<file path="config.mk">
export PLATFORM = sky130hd
export DESIGN_NAME = lsu_ctrl_flat
export DESIGN_NICKNAME = d
export VERILOG_FILES = /design/src/rtl/lsu_ctrl_if.sv /design/src/rtl/lsu_ctrl.sv /design/src/flat_wrapper.sv
export SDC_FILE = /design/constraint.sdc
export NUM_CORES = 1
export LEC_CHECK = 0
export ABC_AREA = 1
export BUFFER_PORTS_ARGS = -buffer_cell sky130_fd_sc_hd__buf_4
export CORE_MARGIN = 2
export CORE_UTILIZATION = 25
export DETAILED_ROUTE_END_ITERATION = 6
export PLACE_DENSITY = 0.47
export SLEW_MARGIN = 20
export SYNTH_ARGS = -nofsm -noshare
export SYNTH_HDL_FRONTEND = slang
export SYNTH_SLANG_ARGS = --single-unit
</file>
<file path="constraint.sdc">
create_clock -name clk -period 2.4 [get_ports clk]
set_input_delay 0.36 -clock clk [delete_from_list [all_inputs] [get_ports clk]]
set_output_delay 0.36 -clock clk [all_outputs]
set_load 0.01 [all_outputs]
</file>
<file path="src/rtl/lsu_ctrl_if.sv">
// Bus side of the load/store unit: a single request held stable until ack or err.
interface lsu_ctrl_if #(
  parameter int unsigned DATA_W = 32,
  parameter int unsigned ADDR_W = 32
);
  localparam int unsigned SEL_W = DATA_W / 8;

  logic              bus_req;
  logic              bus_we;
  logic [ADDR_W-1:0] bus_addr;
  logic [SEL_W-1:0]  bus_sel;
  logic [DATA_W-1:0] bus_wdata;
  logic              bus_ack;
  logic              bus_err;
  logic [DATA_W-1:0] bus_rdata;

  modport master (
    output bus_req, bus_we, bus_addr, bus_sel, bus_wdata,
    input  bus_ack, bus_err, bus_rdata
  );

  modport slave (
    input  bus_req, bus_we, bus_addr, bus_sel, bus_wdata,
    output bus_ack, bus_err, bus_rdata
  );
endinterface

</file>
<file path="src/rtl/lsu_ctrl.sv">
// Load/store controller: alignment check, lane steering, store replication, load extension,
// bus timeout and flush-abort, with one-cycle done/exception reporting.
module lsu_ctrl #(
  parameter int unsigned DATA_W     = 32,
  parameter int unsigned ADDR_W     = 32,
  parameter bit          BIG_ENDIAN = 1'b1,
  parameter int unsigned TIMEOUT    = 255
) (
  input  logic              clk,
  input  logic              rst,
  input  logic              op_valid,
  input  logic              op_store,
  input  logic [1:0]        op_size,
  input  logic              op_uns,
  input  logic [ADDR_W-1:0] op_addr,
  input  logic [DATA_W-1:0] op_wdata,
  input  logic              flush,
  output logic              stall_o,
  output logic              done_o,
  output logic [DATA_W-1:0] rdata_o,
  output logic              excp_o,
  output logic [4:0]        exc_code_o,
  output logic [ADDR_W-1:0] bad_addr_o,
  lsu_ctrl_if.master        bus
);
  localparam int unsigned SEL_W   = DATA_W / 8;
  localparam int unsigned OFF_W   = $clog2(SEL_W);
  localparam logic [15:0] TO_LAST = 16'(TIMEOUT - 1);

  typedef enum logic [1:0] {StIdle, StReq, StDone, StErr} state_e;

  state_e            state_q, state_d;
  logic              we_q, we_d, uns_q, uns_d, abort_q, abort_d;
  logic [1:0]        size_q, size_d;
  logic [2:0]        shift_q, shift_d;
  logic [ADDR_W-1:0] addr_q, addr_d, bad_q, bad_d;
  logic [SEL_W-1:0]  sel_q, sel_d;
  logic [DATA_W-1:0] wdata_q, wdata_d, rdata_q, rdata_d;
  logic [4:0]        code_q, code_d;
  logic [15:0]       cnt_q, cnt_d;

  logic [OFF_W-1:0]  op_off;
  logic              misalign;
  logic [2:0]        op_shift;
  logic [7:0]        nmask;
  logic [15:0]       sel_wide;
  logic [DATA_W-1:0] wdata_rep, rd_shift, keep, ld_val;
  logic              sign;

  assign op_off = op_addr[OFF_W-1:0];

  always_comb begin
    misalign  = 1'b0;
    nmask     = 8'h01;
    wdata_rep = {SEL_W{op_wdata[7:0]}};
    unique case (op_size)
      2'd0: misalign = 1'b0;
      2'd1: begin
        misalign  = op_addr[0];
        nmask     = 8'h03;
        wdata_rep = {(SEL_W / 2){op_wdata[15:0]}};
      end
      2'd2: begin
        misalign  = |op_addr[1:0];
        nmask     = 8'h0F;
        wdata_rep = {(SEL_W / 4){op_wdata[31:0]}};
      end
      default: begin
        misalign  = (DATA_W == 32) || (|op_addr[2:0]);
        nmask     = 8'hFF;
        wdata_rep = op_wdata;
      end
    endcase
    // op_shift is the lowest bus lane touched; big-endian puts the lowest byte in the top lane.
    if (BIG_ENDIAN) op_shift = 3'(SEL_W - 32'(op_off) - (32'd1 << op_size));
    else            op_shift = 3'(op_off);
    sel_wide = 16'(nmask) << op_shift;
  end

  // Once shifted down, the selected bytes are already in value order for either endianness.
  always_comb begin
    rd_shift = bus.bus_rdata >> {shift_q, 3'b000};
    unique case (size_q)
      2'd0: begin
        keep = {DATA_W{1'b1}} >> (DATA_W - 8);
        sign = rd_shift[7];
      end
      2'd1: begin
        keep = {DATA_W{1'b1}} >> (DATA_W - 16);
        sign = rd_shift[15];
      end
      2'd2: begin
        keep = {DATA_W{1'b1}} >> (DATA_W - 32);
        sign = rd_shift[31];
      end
      default: begin
        keep = {DATA_W{1'b1}};
        sign = rd_shift[DATA_W-1];
      end
    endcase
    ld_val = rd_shift & keep;
    if (!uns_q && sign) ld_val = ld_val | ~keep;
  end

  always_comb begin
    state_d = state_q;
    we_d    = we_q;
    uns_d   = uns_q;
    abort_d = abort_q;
    size_d  = size_q;
    shift_d = shift_q;
    addr_d  = addr_q;
    bad_d   = bad_q;
    sel_d   = sel_q;
    wdata_d = wdata_q;
    rdata_d = rdata_q;
    code_d  = code_q;
    cnt_d   = cnt_q;
    unique case (state_q)
      StIdle: begin
        if (op_valid && !flush) begin
          bad_d   = op_addr;
          abort_d = 1'b0;
          cnt_d   = '0;
          rdata_d = '0;
          if (misalign) begin
            state_d = StErr;
            code_d  = op_store ? 5'd5 : 5'd4;
          end else begin
            state_d = StReq;
            we_d    = op_store;
            size_d  = op_size;
            uns_d   = op_uns;
            shift_d = op_shift;
            addr_d  = {op_addr[ADDR_W-1:OFF_W], {OFF_W{1'b0}}};
            sel_d   = sel_wide[SEL_W-1:0];
            wdata_d = op_store ? wdata_rep : '0;
          end
        end
      end
      StReq: begin
        abort_d = abort_q | flush;
        if (bus.bus_err) begin
          state_d = abort_d ? StIdle : StErr;
          code_d  = 5'd7;
        end else if (bus.bus_ack) begin
          state_d = abort_d ? StIdle : StDone;
          rdata_d = we_q ? '0 : ld_val;
        end else if (cnt_q == TO_LAST) begin
          state_d = abort_d ? StIdle : StErr;
          code_d  = 5'd7;
        end else if (cnt_q != 16'hFFFF) begin
          cnt_d = cnt_q + 16'd1;
        end
      end
      default: state_d = StIdle;
    endcase
  end

  always_ff @(posedge clk or negedge rst) begin
    if (!rst) begin
      state_q <= StIdle;
      we_q    <= 1'b0;
      uns_q   <= 1'b0;
      abort_q <= 1'b0;
      size_q  <= '0;
      shift_q <= '0;
      addr_q  <= '0;
      bad_q   <= '0;
      sel_q   <= '0;
      wdata_q <= '0;
      rdata_q <= '0;
      code_q  <= '0;
      cnt_q   <= '0;
    end else begin
      state_q <= state_d;
      we_q    <= we_d;
      uns_q   <= uns_d;
      abort_q <= abort_d;
      size_q  <= size_d;
      shift_q <= shift_d;
      addr_q  <= addr_d;
      bad_q   <= bad_d;
      sel_q   <= sel_d;
      wdata_q <= wdata_d;
      rdata_q <= rdata_d;
      code_q  <= code_d;
      cnt_q   <= cnt_d;
    end
  end

  // stall_o is gated by rst so every output reads zero while reset is held.
  assign stall_o       = rst && ((state_q == StIdle && op_valid && !flush) || state_q == StReq);
  assign done_o        = (state_q == StDone) || (state_q == StErr);
  assign excp_o        = (state_q == StErr);
  assign exc_code_o    = excp_o ? code_q : '0;
  assign bad_addr_o    = excp_o ? bad_q : '0;
  assign rdata_o       = (state_q == StDone) ? rdata_q : '0;
  assign bus.bus_req   = (state_q == StReq);
  assign bus.bus_we    = bus.bus_req && we_q;
  assign bus.bus_addr  = bus.bus_req ? addr_q : '0;
  assign bus.bus_sel   = bus.bus_req ? sel_q : '0;
  assign bus.bus_wdata = bus.bus_req ? wdata_q : '0;
endmodule

</file>
<file path="src/flat_wrapper.sv">
// flat-port wrapper written by rule: the top's interface ports become plain ports
module lsu_ctrl_flat 
#(
  parameter int unsigned DATA_W     = 32,
  parameter int unsigned ADDR_W     = 32,
  parameter bit          BIG_ENDIAN = 1'b1,
  parameter int unsigned TIMEOUT    = 255
)
  (clk, rst, op_valid, op_store, op_size, op_uns, op_addr, op_wdata, flush, stall_o, done_o, rdata_o, excp_o, exc_code_o, bad_addr_o, bus_bus_req, bus_bus_we, bus_bus_addr, bus_bus_sel, bus_bus_wdata, bus_bus_ack, bus_bus_err, bus_bus_rdata);
  lsu_ctrl_if #(.DATA_W(DATA_W), .ADDR_W(ADDR_W)) bus_i ();
  input  logic clk;
  input  logic rst;
  input  logic op_valid;
  input  logic op_store;
  input  logic [1:0] op_size;
  input  logic op_uns;
  input  logic [ADDR_W-1:0] op_addr;
  input  logic [DATA_W-1:0] op_wdata;
  input  logic flush;
  output logic stall_o;
  output logic done_o;
  output logic [DATA_W-1:0] rdata_o;
  output logic excp_o;
  output logic [4:0] exc_code_o;
  output logic [ADDR_W-1:0] bad_addr_o;
  output wire logic [$bits(bus_i.bus_req)-1:0] bus_bus_req;
  output wire logic [$bits(bus_i.bus_we)-1:0] bus_bus_we;
  output wire logic [$bits(bus_i.bus_addr)-1:0] bus_bus_addr;
  output wire logic [$bits(bus_i.bus_sel)-1:0] bus_bus_sel;
  output wire logic [$bits(bus_i.bus_wdata)-1:0] bus_bus_wdata;
  input wire logic [$bits(bus_i.bus_ack)-1:0] bus_bus_ack;
  input wire logic [$bits(bus_i.bus_err)-1:0] bus_bus_err;
  input wire logic [$bits(bus_i.bus_rdata)-1:0] bus_bus_rdata;
  assign bus_bus_req = bus_i.bus_req;
  assign bus_bus_we = bus_i.bus_we;
  assign bus_bus_addr = bus_i.bus_addr;
  assign bus_bus_sel = bus_i.bus_sel;
  assign bus_bus_wdata = bus_i.bus_wdata;
  assign bus_i.bus_ack = bus_bus_ack;
  assign bus_i.bus_err = bus_bus_err;
  assign bus_i.bus_rdata = bus_bus_rdata;
  lsu_ctrl #(.DATA_W(DATA_W), .ADDR_W(ADDR_W), .BIG_ENDIAN(BIG_ENDIAN), .TIMEOUT(TIMEOUT)) u_core (.clk(clk), .rst(rst), .op_valid(op_valid), .op_store(op_store), .op_size(op_size), .op_uns(op_uns), .op_addr(op_addr), .op_wdata(op_wdata), .flush(flush), .stall_o(stall_o), .done_o(done_o), .rdata_o(rdata_o), .excp_o(excp_o), .exc_code_o(exc_code_o), .bad_addr_o(bad_addr_o), .bus(bus_i));
endmodule
</file>
; Word-level counts from Yosys, hierarchy flattened
; Index checks and enable logic that the tools add are counted.
[classes]
n_shift = 3
n_mux = 41
eq_ne = 18
addsub = 3
n_bitwise = 5
n_reduce_logical = 22
[op_table]
columns = cell, n
row1 = 32-bit 2-to-1 mux, 10
row2 = 32-bit one-hot mux with 2 select lines, 3
row3 = 16-bit 2-to-1 mux, 5
row4 = 32-bit bitwise AND, 1
row5 = 32-bit inverter, 1
row6 = 32-bit OR, 1
row7 = 16-bit one-hot mux with 2 select lines, 1
row8 = 32-bit by 6-bit right shift with 32-bit output, 1
row9 = 5-bit 2-to-1 mux, 6
row10 = 8-bit one-hot mux with 3 select lines, 1
row11 = 16-bit by 1-bit adder with 16-bit output (second input constant), 1
row12 = 16-bit by 8-bit == test with 1-bit output (second input constant), 1
row13 = 16-bit inequality test (second input constant), 1
row14 = 2-bit 2-to-1 mux, 7
row15 = 2-bit inequality test (second input constant), 5
row16 = 5-bit one-hot mux with 2 select lines, 1
row17 = 8-bit by 3-bit left shift with 4-bit output, 1
row18 = 2-bit by 1-bit == test with 1-bit output (second input constant), 3
row19 = 2-bit == test (second input constant), 3
row20 = 1-bit logical AND, 6
row21 = 2-bit zero test, 3
row22 = 3-bit inequality test (second input constant), 2
row23 = 2-bit AND reduction, 3
row24 = 6-bit AND reduction, 1
row25 = other kinds (19), 24
[totals]
register_bits = 161
input_bits = 106
out_inout_bits = 142
word_cells = 105

; Depth between registers and ports, before layout
; Gate-level depths: netlist (run 1).
[logic_depth]
ltp_word = 9
depth_mapped = 12
depth_no_buf = 11

; Worst setup path before layout (run 1)
; Ideal clock, no wire load.
[synth_path]
kind = input-to-reg
start = in op_size[1]
end = reg u_core.shift_q[2]
t_arrival_ns = 1.860
path_stages = 11
setup_slack_ns = 0.421
setup_ns = 0.119
path_buffers = 1
t_required_ns = 2.281
cell_sequence = buf_2 -> inv_2 -> nand2_1 -> inv_2 -> ha_1 -> inv_1 -> ha_1 -> xor2_1 -> xnor2_1 -> nand2_1 -> o21a_1
[synth_between]
elab_chain_len = 4
elab_cells_between_ends = 8
classes_between = add/sub (1) / eq/ne (2) / shift (1) / mux (1) / bitwise (1) / reduce/logical (2)
[synth_lines]
columns = item, line_no
row1 = start: declaration, flat_wrapper.sv:15  ; input logic [1:0] op_size;
row2 = "2-bit == test, or another cell as far along", lsu_ctrl.sv:56  ; unique case (op_size)
row3 = 1-bit one-hot mux with 3 select lines, lsu_ctrl.sv:56
row4 = 1-bit inverter (no source line), --
row5 = 3-bit AND reduction (no source line), --
row6 = end signal: assignment, lsu_ctrl.sv:181  ; shift_q <= shift_d;
row7 = end: declaration, lsu_ctrl.sv:35  ; logic [2:0] shift_q, shift_d;
; Several ways; a longest one is shown, not always the timed one.
; A chain may end at the register's enable or synchronous reset.

; Final worst setup path (run 1)
[layout_path]
start = reg u_core.state_q[1]
end = out bus_bus_addr[20]
[layout_between]
elab_chain_len = 2
[layout_lines]
columns = item, line_no
row1 = start: declaration, lsu_ctrl.sv:32  ; state_e state_q, state_d;
row2 = start signal: assignment, lsu_ctrl.sv:162  ; state_q <= StIdle;
row3 = start signal: assignment, lsu_ctrl.sv:176  ; state_q <= state_d;
row4 = 2-bit by 1-bit == test with 1-bit output, lsu_ctrl.sv:199  ; assign bus.bus_req = (state_q == StReq);
row5 = 32-bit 2-to-1 mux, lsu_ctrl.sv:201  ; assign bus.bus_addr = bus.bus_req ? addr_q : '0;
row6 = end: declaration, flat_wrapper.sv:28  ; output wire logic [$bits(bus_i.bus_addr)-1:0] bus_bus_addr;
; No other way between the ends.

==> results.toml, run 1 <==
[status]
run_status = "finished, final reports clean"

[placed_design]
port_buffers = 243
gp_congestion = 0.814
placed_cell_area_um2 = 11000
dpl.hpwl_mm = 21.1

[die]
pin_count = 248
core-area_um2 = 34300
start_util_pct = 25.2
dieHeight_um = 190
row_count = 68
chipWidth_um = 190
die_area_um2 = 36100

[power_and_ir_drop]
internal_power_mw = 7.22
p_clk_share_pct = 23.8
power_switching_mw = 4.79
leakage_nw = 5.84
sequentialPowerShare_pct = 35.6
sw_frac_of_total_pct = 39.9
power_density_nw_per_um2 = 1040
power.share.combinational_pct = 40.6
vdd_drop_max_mv = 0.572

[cts]
clk_pin_slew_ns = 0.07
cts_made_buffers = 17
cts-root-buf = "clkbuf_16"
clock-sinks = 159
htree_num_levels = 4
clk_latency_ns = 0.44
clock_path_buffers = 2
cts_tree = "done"

[layout]
layout_common_cells = "264 x nand2_1, 264 x buf_4, 210 x nor2_1"
fin_area_um2 = 11600
nNetsFinal = 1543
drive_gt1_share_pct = 23.3
antenna_cells = 0
area_growth_pct = 33.7

[synthesis]
ys_ff_latch = 159
syn-mean-instance-area_um2 = 7.17
yosys_warnings = 0
synth_cell_type_count = 38
yosysTopAreaCellShare_pct = 46.0
async_flop_share_pct = 100
ys.flop_type = "dfrtp_1"
synth.top_cells.by_area = "dfrtp_1 46%, nand2_1 11%, nor2_1 9.1%"
synth_area_leader_cell = "dfrtp_1"
synth-edff-count = 0
yosysSeqAreaShare_pct = 46.0
synth_area_um2 = 8650
synthCells = 1206

[setup_path]
critPathCaptureType = "output port"
critPathLaunch = "u_core.state_q[1]$_DFFE_PN0P_"
worstSetupPathType = "flop to output port"
crit_required_ns = 2.04
crit_path_start_kind = "flop"
cp_max_fo = 27
worst_r2r_endpoint = "u_core.cnt_q[6]$_DFFE_PN0P_"
ff2ff_setup_slack_ns = 0.51
endpoint = "bus_bus_addr[20]"
r2r_start = "u_core.cnt_q[0]$_DFFE_PN0P_"
r2r_cells = 8
crit_arrival_ns = 1.85

[global_route]
grt_pass1_wl_mm = 45.1
grt_overflow = 0
antenna_found_initial = 0
grt_use_total_pct = 16.0
grt_pass1_vias = 8169
grt_start_max_net_pins = 49

[route]
routed_via_density = 4.38
firstDrtPassIters = 5
drt.antenna.violating_nets = 0
drtIter0Drc = 565
route.vias.total = 8315
routedWlPerCell_um = 15.0
routed_wl_mm = 28.5
drcViolationCount = 0

[sta]
tightest_slew_ns = 0.662
hold_viol_final = 0
rsz0062_at_grt = "false"
fmax_mhz = 453
min_period_ns = 2.21
finalSetupViolCount = 0
setup_tns_ns = 0
slew_violations = 0
fin_crit_sh_pct = 91.9
timing.max_slew.rel_slack_pct = 55.9
clock_skew_ns = 0.00918

[run]
cap_violations = 0

[worst_hold_path]
hp-start = "op_uns"
hold_path_class = "input pin to flop"
-- layer usage --
layer  wire length (um)  track usage (%)  up-vias
li1                   -                -     4164
met1              12800             20.8     3892
met2              13100             25.7      229
met3               2020             4.45       30
met4                593             5.25        0
met5                  0                0        -
-- power groups by stage --
stage	combinational, mW	clock [mW]	sequential [mW]
after global placement	4.92	0	4.31
after global routing	5.55	3.05	4.41
after CTS	4.97	2.94	4.29
after detailed placement	4.95	0	4.33
after floorplan	3.18	0	4.15
final	4.88	2.86	4.28
-- worst min path at each step --
stage / to / cells after the start
global route: u_core.bad_q[31]$_DFFE_PN0P_ / 3
finish: u_core.uns_q$_DFFE_PN0P_ / 3
global placement: u_core.cnt_q[1]$_DFFE_PN0P_ / 1
detailed placement: u_core.cnt_q[1]$_DFFE_PN0P_ / 1
floorplan: u_core.abort_q$_DFFE_PN0P_ / 0
CTS: u_core.uns_q$_DFFE_PN0P_ / 3
-- per-stage QoR --
| stage | worst slack (ns) | std cells | power [mW] | hold slack [ns] | utilization (%) |
|---|---|---|---|---|---|
| 5_1_grt | 0.0583 | 1900 | 13.0 | 0.124 | 33.7 |
| 4_1_cts | 0.0202 | 1900 | 12.2 | 0.104 | 33.7 |
| 3_3_place_gp | 0.467 | 1867 | 9.23 | 0.237 | 31.9 |
| 3_5_place_dp | 0.441 | 1867 | 9.28 | 0.238 | 31.9 |
| 6_report | 0.194 | 1900 | 12.0 | 0.123 | 33.7 |
| 2_1_floorplan | 0.421 | 1209 | 7.34 | 0.0644 | - |
-- sequential cells by signal (all words and copies together), names as in the netlist --
register / cells
u_core.sel_q: 4
u_core.addr_q: 30
u_core.abort_q: 1
u_core.size_q: 2
u_core.uns_q: 1
u_core.code_q: 3
u_core.wdata_q: 32
u_core.we_q: 1
u_core.rdata_q: 32
u_core.cnt_q: 16
u_core.bad_q: 32
u_core.shift_q: 3
u_core.state_q: 2
-- worst max-delay path, cell delays in order (launching register included) --
cell	delay, ns
dfrtp_1	0.46
nor2_4	0.27
inv_2	0.10
buf_4	0.25
nor2_1	0.16
buf_4	0.15
-- cell usage after synthesis (2+ instances only) --
master / instances
xnor2_1: 4
dfrtp_1: 159
ha_1: 5
o21bai_1: 3
nor2_2: 4
nand2_4: 2
buf_4: 10
nand2_2: 5
nand2_1: 264
o221ai_1: 6
buf_2: 23
clkbuf_1: 25
o21ai_1: 17
o21ai_0: 102
clkinv_1: 2
buf_6: 3
or2_2: 2
buf_1: 4
o22ai_2: 7
inv_2: 10
nand4_1: 10
xor2_1: 4
o21a_1: 3
nor2_4: 2
inv_1: 196
nand3_1: 50
nor2_1: 210
a21oi_1: 34
o22ai_1: 31
-- cell type report --
class / instances / area, um2
Timing Repair Buffer: 269 / 2060
Multi-Input combinational cell: 776 / 3570
Clock inverter: 13 / 149
Inverter: 209 / 787
Sequential cell: 159 / 3980
Clock buffer: 19 / 453
Tap cell: 455 / 569
Fill cell: 3762 / 22700
-- cells by family after synthesis --
family	synth area share, %
XOR/XNOR	0.810
adder cells (fa/ha/maj)	0.723
other	0.0434
buffers and inverters	12.9
AND/OR/NAND/NOR	26.1
flip-flops	46.0
AO/OA/AOI/OAI	13.4
-- repair_timing --
item | 4_1_cts | 5_1_grt
hold buffers | 1 | 0
endpoints found under the hold margin | 14 | 0
setup buffers | 0 | 0
setup endpoints to repair | 0 | 32
gates resized for setup | 0 | 1
Power figures use the tool's default switching activity.
==> run 2, diff against run 1 <==
Settings changed: CORE_UTILIZATION 25 to 35, PLACE_DENSITY 0.47 to 0.61.
==> run 2 against run 1 <==
Non-clock buffer count down 6. Sequential power about the same. Clock skew down 0.0013 ns. Combinational power down 2%. Global-route usage up 4.2 points. Hold slack better by 0.019 ns. Final cell count down 7.2%. Die area down 28%. Total power down 1.3%. Sequential share of layout area up 0.72 points. Via count down 0.36%. Critical path type unchanged. Highest routed layer unchanged.
==> results.toml, run 2 (synthesis gave the netlist of run 1 again) <==
[status]
run_status = "finished, final reports clean"

[setup_path]
cp_max_fo = 82
crit_chain = "inv_2, nor2_2, inv_2, buf_6, nor2_1, buf_4"
critPathLaunch = "u_core.state_q[0]$_DFFE_PN0P_"
critPathMaxStageDelay_ns = 0.50
crit_top_cell = "inv_2"
r2r_start = "u_core.cnt_q[0]$_DFFE_PN0P_"
critPathBufInv = 4
crit_arrival_ns = 1.94
crit_family = "buffers and inverters"
worstSetupPathType = "flop to output port"
crit_required_ns = 2.04
crit_path_start_kind = "flop"
slowest_stage = "buf_6"
critPathCaptureType = "output port"

[layout]
register_area_um2 = 3980
nNetsFinal = 1537
fillers = 2465
final_util_pct = 46.6
drive_gt1_share_pct = 22.9
area_growth_pct = 31.0
layout_commonest_cell = "nand2_1"
top_regs = "u_core.bad_q: 32 flops, u_core.rdata_q: 32 flops, u_core.wdata_q: 32 flops"
multi_input_area_um2 = 3560
stdcell_count = 1763
antenna_cells = 0
layout_common_cells = "264 x nand2_1, 259 x buf_4, 210 x nor2_1"

[power_and_ir_drop]
power_density_nw_per_um2 = 1050
vdd_drop_max_mv = 0.578
leakage_nw = 5.81

[die]
core-area_um2 = 24300
pin_count = 248
row_count = 57
start_util_pct = 35.6
chipWidth_um = 161
die_area_um2 = 26000
dieHeight_um = 161

[cts]
clk_latency_ns = 0.43
clock-sinks = 159
cts_made_buffers = 17
clock_path_buffers = 2
clk_pin_slew_ns = 0.07
cts_tree = "done"
cts-root-buf = "clkbuf_16"
htree_num_levels = 4

[sta]
rsz0062_at_grt = "false"
setup_tns_ns = 0
finalSetupViolCount = 0
slew_violations = 0
hold_viol_final = 0
min_period_ns = 2.30
fmax_mhz = 436
clock_skew_ns = 0.00789
timing.max_slew.rel_slack_pct = 53.9
tightest_slew_ns = 0.692
fin_crit_sh_pct = 95.7

[placed_design]
gp_congestion = 0.870
dp.cells = 1730
port_buffers = 243
dpl.hpwl_mm = 18.6

[global_route]
grt_start_max_net_pins = 100
antenna_found_initial = 0
grt_pass1_vias = 8130
grt_pass1_wl_mm = 42.0
grt_overflow = 0
grt_use_total_pct = 20.2

[route]
drcViolationCount = 0
route.vias.total = 8285
firstDrtPassIters = 5
drt.antenna.violating_nets = 0
drtIter0Drc = 461
routed_wl_mm = 25.5
routed_via_density = 4.70
routedWlPerCell_um = 14.5

[run]
cap_violations = 0

[worst_hold_path]
hold_path_class = "input pin to flop"
hp-start = "op_addr[16]"
-- run 2: cell type report --
type | count | share of cell area (%)
clock inverter | 14 | 1.50
clock buffer | 18 | 3.79
sequential | 159 | 35.1
multi-input combinational | 776 | 31.4
timing repair buffer | 263 | 17.6
tap | 324 | 3.58
inverter | 209 | 6.95
-- run 2: final timing paths --
kind | depth (start not counted) | end | slack [ns]
max | 6 | bus_bus_addr[29] | 0.10
min | 3 | u_core.bad_q[16]$_DFFE_PN0P_ | 0.14
max reg2reg | 8 | u_core.cnt_q[7]$_DFFE_PN0P_ | 0.43
max in group asynchronous | 3 | u_core.rdata_q[15]$_DFFE_PN0P_ | 1.19
min in group asynchronous | 2 | u_core.bad_q[4]$_DFFE_PN0P_ | 0.30
min reg2reg | 2 | u_core.code_q[2]$_DFFE_PN0P_ | 0.46
-- run 2: repair_timing --
item | CTS | global route
endpoints found under the hold margin | 7 | 0
setup buffers | 0 | 0
endpoints found under the setup margin | 32 | 0
resized for setup | 1 | 0
hold buffers | 1 | 0
-- run 2: tightest hold or removal path: stages --
cell and delay (ns):
buf_4 0.08, nand2_1 0.04, o21ai_0 0.05
-- run 2: power by group --
part / internal, mW / leakage [nW] / switching [mW]
clock: 1.57 / 0.288 / 1.23
combinational: 1.77 / 3.47 / 3.01
sequential: 3.80 / 2.05 / 0.465
-- run 2: through the flow --
stage	power, mW	hold slack, ns	instance area, um2	setup WS [ns]
after detailed placement	9.10	0.176	10700	0.400
after floorplan	7.34	0.0644	8660	0.421
after global placement	9.03	0.175	10700	0.381
final	11.9	0.143	11300	0.104
after CTS	12.0	0.129	11300	0.101
after global routing	12.8	0.140	11300	0.00329
-- run 2: layer usage --
layer	up-vias	routed length (um)	track usage (%)
met4	0	554	5.93
met1	3828	11400	26.9
met5	-	0	0
met2	268	11700	32.7
met3	38	1880	5.14
li1	4151	-	-
